===== src/rtl/cell_window_packer.sv =====
// cell_window_packer: gathers CELL_DIM x CELL_DIM pixels per channel into one flat
// cell vector, hands it to the cell processor with an opcode, then captures the
// processor's single result pixel and forwards it downstream with its own handshake.
module cell_window_packer #(
    parameter int CELL_DIM = 3,
    parameter int PIXEL_W  = 24,
    parameter int NUM_CH   = 2,
    parameter int OPC_W    = 4,
    parameter int CNT_W    = 16
) (
    input  logic                                      clk,
    input  logic                                      rst,
    input  logic                                      in_valid,
    output logic                                      in_ready,
    input  logic [NUM_CH*PIXEL_W-1:0]                 in_pix,
    input  logic [OPC_W-1:0]                          in_opcode,
    input  logic                                      in_last,
    output logic                                      cell_valid,
    input  logic                                      cell_ready,
    output logic [NUM_CH*CELL_DIM*CELL_DIM*PIXEL_W-1:0] cell_data,
    output logic [OPC_W-1:0]                          cell_opcode,
    input  logic                                      res_valid,
    input  logic [PIXEL_W-1:0]                        res_pixel,
    output logic                                      out_valid,
    input  logic                                      out_ready,
    output logic [PIXEL_W-1:0]                        out_pixel,
    output logic                                      frame_done,
    output logic [CNT_W-1:0]                          cell_count,
    output logic                                      res_err
);

    localparam int CELL_PIX = CELL_DIM * CELL_DIM;
    localparam int BEAT_W   = (CELL_PIX > 1) ? $clog2(CELL_PIX) : 1;
    localparam logic [BEAT_W-1:0] LAST_BEAT = BEAT_W'(CELL_PIX - 1);

    typedef enum logic [1:0] {FILL, ISSUE, WAIT, OUT} state_t;

    state_t            state;
    logic [BEAT_W-1:0] beat;
    logic              last_flag;
    logic              accept;

    // in_ready is registered and only ever high in FILL, so this is a FILL-state accept
    assign accept = in_valid & in_ready;

    // Single FSM: fill slots, issue cell, wait for result, present result downstream
    always_ff @(posedge clk or negedge rst) begin
        if (!rst) begin
            state       <= FILL;
            beat        <= '0;
            last_flag   <= 1'b0;
            in_ready    <= 1'b0;
            cell_valid  <= 1'b0;
            cell_data   <= '0;
            cell_opcode <= '0;
            out_valid   <= 1'b0;
            out_pixel   <= '0;
            frame_done  <= 1'b0;
            cell_count  <= '0;
            res_err     <= 1'b0;
        end else begin
            frame_done <= 1'b0;
            if (res_valid && state != WAIT) begin
                res_err <= 1'b1;
            end
            case (state)
                FILL: begin
                    in_ready <= 1'b1;
                    if (accept) begin
                        for (int c = 0; c < NUM_CH; c++) begin
                            cell_data[(c*CELL_PIX + int'(beat))*PIXEL_W +: PIXEL_W]
                                <= in_pix[c*PIXEL_W +: PIXEL_W];
                        end
                        if (beat == '0) begin
                            cell_opcode <= in_opcode;
                        end
                        if (beat == LAST_BEAT) begin
                            last_flag  <= in_last;
                            beat       <= '0;
                            in_ready   <= 1'b0;
                            cell_valid <= 1'b1;
                            state      <= ISSUE;
                        end else begin
                            beat <= beat + 1'b1;
                        end
                    end
                end
                ISSUE: begin
                    if (cell_ready) begin
                        cell_valid <= 1'b0;
                        cell_data  <= '0;
                        if (cell_count != '1) begin
                            cell_count <= cell_count + 1'b1;
                        end
                        state <= WAIT;
                    end
                end
                WAIT: begin
                    if (res_valid) begin
                        out_pixel <= res_pixel;
                        out_valid <= 1'b1;
                        state     <= OUT;
                    end
                end
                OUT: begin
                    if (out_ready) begin
                        out_valid <= 1'b0;
                        in_ready  <= 1'b1;
                        state     <= FILL;
                        if (last_flag) begin
                            frame_done <= 1'b1;
                            cell_count <= '0;
                            last_flag  <= 1'b0;
                        end
                    end
                end
                default: state <= FILL;
            endcase
        end
    end

endmodule


===== config.mk =====
export PLATFORM = sky130hd
export DESIGN_NAME = cell_window_packer
export DESIGN_NICKNAME = d
export VERILOG_FILES = /design/src/rtl/cell_window_packer.sv
export SDC_FILE = /design/constraint.sdc
export NUM_CORES = 1
export LEC_CHECK = 0
export CELL_PAD_IN_SITES_DETAIL_PLACEMENT = 2
export CELL_PAD_IN_SITES_GLOBAL_PLACEMENT = 2
export CORE_UTILIZATION = 40
export DETAILED_ROUTE_END_ITERATION = 10
export DONT_BUFFER_PORTS = 1
export PLACE_DENSITY = 0.82
export SLEW_MARGIN = 20
export SYNTH_ARGS = -nofsm -noshare
export SYNTH_HDL_FRONTEND = slang
export SYNTH_SLANG_ARGS = --single-unit

===== constraint.sdc =====
create_clock -name clk -period 6.64 [get_ports clk]
set_input_delay 1.328 -clock clk [delete_from_list [all_inputs] [get_ports clk]]
set_output_delay 1.328 -clock clk [all_outputs]
set_load 0.01 [all_outputs]

==> impl_metrics.prom <==
# TYPE chip_impl_metric gauge
chip_impl_metric{name="route.detailed.drc",unit=""} 0
chip_impl_metric{name="synth.cell_area",unit="um2"} 28760
chip_impl_metric{name="timing.max_cap.violations",unit=""} 0
chip_impl_metric{name="firstDrtPassIters",unit=""} 6
chip_impl_info{name="critPathKind",value="reg2reg"} 1
chip_impl_info{name="synthDominantAreaCellType",value="sky130_fd_sc_hd__dfrtp_1"} 1
chip_impl_metric{name="grt_pass1_wl",unit="mm"} 235.0
chip_impl_metric{name="io_buffer_count",unit=""} 0
chip_impl_metric{name="clock_latency",unit="ns"} 0.65
chip_impl_metric{name="async_flop_share",unit="%"} 100.0
chip_impl_metric{name="synth_sequential_area_ratio",unit="%"} 42.46
chip_impl_info{name="setup.worst_path.start_class",value="flip-flop"} 1
chip_impl_metric{name="finalCriticalPeriod",unit="ns"} 5.674
chip_impl_info{name="worstSetupEndpoint",value="cell_data[264]"} 1
chip_impl_info{name="cts_tree",value="built"} 1
chip_impl_metric{name="postSynthCellCount",unit=""} 3052
chip_impl_metric{name="finalClockSkew",unit="ns"} 0.02947
chip_impl_metric{name="fin_setup_tns",unit="ns"} 0
chip_impl_info{name="rr_endpoint",value="cell_data[264]"} 1
chip_impl_metric{name="regToRegSetupSlack",unit="ns"} 0.97
chip_impl_metric{name="routabilityCongestion",unit=""} 1.067
chip_impl_metric{name="synth.top_cell.area_share",unit="%"} 42.46
chip_impl_metric{name="num_rows",unit=""} 97
chip_impl_metric{name="path_clk_slew",unit="ns"} 0.06
chip_impl_metric{name="timing.critical_path.required",unit="ns"} 7.16
chip_impl_metric{name="drive_above_1_share",unit="%"} 13.85
chip_impl_metric{name="worst_slew_pin_slew",unit="ns"} 1.213
chip_impl_metric{name="final_max_slew_viol_count",unit=""} 0
chip_impl_metric{name="die-area",unit="um2"} 72980
chip_impl_metric{name="placeableCoreArea",unit="um2"} 70640
chip_impl_info{name="min-delay-path-class",value="in2async"} 1
chip_impl_metric{name="initial_utilization",unit="%"} 40.72
chip_impl_metric{name="final_nets",unit=""} 3177
chip_impl_metric{name="count_of_endpoints_failing_hold_in_the_final_timing_report",unit=""} 0
chip_impl_metric{name="design.portCount",unit=""} 564
chip_impl_metric{name="tritoncts.num_buffers",unit=""} 55
chip_impl_metric{name="via_count_of_the_first_global_routing_pass",unit=""} 31350
chip_impl_metric{name="detailedPlacementHpwl",unit="mm"} 120.7
chip_impl_metric{name="yosysUniqueCellTypes",unit=""} 104
chip_impl_metric{name="layout_worst_path_cycle_share",unit="%"} 85.45
chip_impl_metric{name="crit_fanout",unit=""} 18
chip_impl_metric{name="cts-hold-fix-buffers",unit=""} 0
chip_impl_metric{name="synth.avg_cell_area",unit="um2"} 9.424
chip_impl_info{name="yosys-top-cells-area",value="sky130_fd_sc_hd__dfrtp_1, sky130_fd_sc_hd__a221o_1, sky130_fd_sc_hd__nor2_1"} 1
chip_impl_metric{name="drt-initial-drc-count",unit=""} 3521
chip_impl_metric{name="slew-limit-headroom",unit="%"} 19.11
chip_impl_metric{name="cts.sinks",unit=""} 488
chip_impl_metric{name="grt_antenna_before_repair",unit=""} 6
chip_impl_metric{name="synthToLayoutAreaGrowth",unit="%"} 11.86
chip_impl_metric{name="finalSetupViolCount",unit=""} 0
chip_impl_info{name="rsz0062_at_grt",value="no"} 1
chip_impl_metric{name="dr_total_vias",unit=""} 30160
chip_impl_metric{name="grt_util_all_layers",unit="%"} 43.72
chip_impl_metric{name="grt_start_max_net_pins",unit=""} 489
chip_impl_metric{name="aggregate_global_routing_overflow",unit=""} 0
chip_impl_metric{name="max_freq",unit="GHz"} 0.1763
chip_impl_metric{name="ys_ff_latch",unit=""} 488
chip_impl_metric{name="chipWidth",unit="um"} 270.1
chip_impl_metric{name="synth_fp_nets",unit=""} 3160
chip_impl_metric{name="worst-endpoint-arrival",unit="ns"} 6.19
chip_impl_metric{name="antenna_left",unit=""} 0
chip_impl_info{name="worstSetupEndpointType",value="flip-flop"} 1
chip_impl_metric{name="yosys_warnings",unit=""} 0
chip_impl_metric{name="post_cts_buffers",unit=""} 0
chip_impl_metric{name="detail_route.wirelength",unit="mm"} 163.9
chip_impl_metric{name="ctsResizeCount",unit=""} 0
chip_impl_metric{name="r2r.worst_path.cells",unit=""} 14
chip_impl_metric{name="die_h",unit="um"} 270.1
chip_impl_metric{name="clock_path_buffers",unit=""} 3
chip_impl_metric{name="wl_per_cell",unit="um"} 40.37
chip_impl_metric{name="synth_enable_flop_cells",unit=""} 0
chip_impl_info{name="synth_top_flop_cell",value="sky130_fd_sc_hd__dfrtp_1"} 1
chip_impl_info{name="clk_root_buffer_cell",value="sky130_fd_sc_hd__clkbuf_16"} 1
chip_impl_info{name="critPathLaunch",value="beat[0]"} 1
chip_impl_metric{name="viasPerCell",unit=""} 7.430
chip_impl_info{name="status",value="completed"} 1
chip_impl_metric{name="fillerInstances",unit=""} 7500
chip_impl_metric{name="fin_util",unit="%"} 45.55
chip_impl_metric{name="cts-htree-levels",unit=""} 2
chip_impl_info{name="regToRegStartpoint",value="beat[0]"} 1
-- placed cells by master (no fill, tap or decap), types with 24 or more instances in the layout --
| cell type | netlist | final |
|---|---|---|
| sky130_fd_sc_hd__o221ai_1 | 28 | 28 |
| sky130_fd_sc_hd__nand3_1 | 73 | 73 |
| sky130_fd_sc_hd__o21ai_1 | 25 | 25 |
| sky130_fd_sc_hd__a221o_1 | 267 | 267 |
| sky130_fd_sc_hd__o21ai_0 | 77 | 77 |
| sky130_fd_sc_hd__nor2_1 | 325 | 322 |
| sky130_fd_sc_hd__inv_1 | 62 | 62 |
| sky130_fd_sc_hd__clkbuf_16 | 0 | 55 |
| sky130_fd_sc_hd__a21oi_1 | 114 | 112 |
| sky130_fd_sc_hd__mux2i_1 | 24 | 24 |
| sky130_fd_sc_hd__mux2_2 | 53 | 53 |
| sky130_fd_sc_hd__o22ai_1 | 55 | 54 |
| sky130_fd_sc_hd__dfrtp_1 | 488 | 487 |
| sky130_fd_sc_hd__nor3_1 | 149 | 149 |
| sky130_fd_sc_hd__a22oi_1 | 85 | 85 |
| sky130_fd_sc_hd__buf_4 | 11 | 159 |
| sky130_fd_sc_hd__nor4_1 | 41 | 41 |
| sky130_fd_sc_hd__a21o_1 | 29 | 29 |
| sky130_fd_sc_hd__a22o_1 | 95 | 95 |
| sky130_fd_sc_hd__and3_1 | 42 | 42 |
| sky130_fd_sc_hd__nand2_1 | 318 | 317 |
-- worst max-delay path: stages, from the launching register on --
cell                        delay, ns
sky130_fd_sc_hd__dfrtp_2         0.61
sky130_fd_sc_hd__ha_1            0.46
sky130_fd_sc_hd__xor2_1          0.24
sky130_fd_sc_hd__ha_1            0.30
sky130_fd_sc_hd__a21o_1          0.27
sky130_fd_sc_hd__a211oi_1        0.49
sky130_fd_sc_hd__a2bb2oi_1       0.19
sky130_fd_sc_hd__nor3_1          0.31
sky130_fd_sc_hd__ha_1            0.44
sky130_fd_sc_hd__clkinv_1        0.20
sky130_fd_sc_hd__buf_4           0.22
sky130_fd_sc_hd__a211oi_1        0.63
sky130_fd_sc_hd__a41o_1          0.66
sky130_fd_sc_hd__o31ai_4         0.16
sky130_fd_sc_hd__a211o_1         0.36
-- through the flow --
stage | area, um2 | worst slack, ns | instances | hold slack (ns)
floorplan | 28760 | 1.186 | 3052 | 0.4873
global placement | 30330 | 1.477 | 3951 | 0.5149
detailed placement | 30330 | 1.139 | 3951 | 0.5492
CTS | 32120 | 1.088 | 4050 | 0.3863
global route | 32170 | 0.7024 | 4057 | 0.3761
finish | 32170 | 0.9663 | 4059 | 0.3871
-- how the worst min path moves through the flow --
stage / startpoint / end / slack (ns) / cells past startpoint
2_1_floorplan: last_flag / last_flag / 0.49 / 2
3_3_place_gp: last_flag / last_flag / 0.51 / 2
3_5_place_dp: cell_data[335] / cell_data[335] / 0.55 / 1
4_1_cts: rst / cell_data[60] / 0.39 / 0
5_1_grt: rst / cell_data[60] / 0.38 / 0
6_report: rst / cell_data[60] / 0.39 / 0
-- cell families (layout without fill, tap and decap cells) --
logic type,Yosys count,count (layout),synth area share [%]
xor gates and xnor gates,19,19,0.7831
other,0,8,0
DFF,488,488,42.46
muxes,79,79,3.010
buffers and inverters,270,329,4.002
and+or+nand+nor,1127,1127,18.88
adders and majority gates,25,25,1.114
AOI/OAI and AO/OA,1044,1044,29.75
-- state kept, by name (all words and copies together) (netlist names) --
register	count
frame_done	1
last_flag	1
cell_data	432
cell_valid	1
cell_opcode	4
out_pixel	24
out_valid	1
res_err	1
beat	4
state	2
cell_count	16
in_ready	1
-- cell type report --
class / count / area, um2 / share of cell area (%)
Multi-Input combinational cell: 2294 / 15480 / 48.12
Timing Repair Buffer: 161 / 1234 / 3.835
Antenna cell: 8 / 20.02 / 0.06223
Sequential cell: 488 / 12210 / 37.96
Clock buffer: 78 / 1553 / 4.826
Inverter: 69 / 259.0 / 0.8050
Tap cell: 940 / 1176 / 3.656
Clock inverter: 21 / 235.2 / 0.7311
-- synth_stat cells (all sizes together), types with 21 or more instances --
library cell,count
nand4,23
a221o,267
a31oi,29
dfrtp,488
buf,90
inv,66
o221ai,28
o21ai,113
a211o,23
nor4,50
a22o,95
nor3,164
o22ai,55
nand2,319
a22oi,86
nand3,75
a21oi,120
nand2b,21
clkbuf,111
and2,24
o31ai,33
ha,24
a21o,29
mux2,54
and3,42
nor2,342
mux2i,25
-- metal layers --
metal / vias up / routed length (um) / GRT usage (%)
met5: - / 26 / 0
met1: 15770 / 60660 / 52.24
li1: 11870 / - / -
met3: 568 / 17750 / 13.91
met2: 1954 / 74120 / 68.75
met4: 4 / 11300 / 26.20
Power is left out: the tool's default activity adds up to more than one toggle a clock period on the data nets, which glitch-free logic cannot reach.
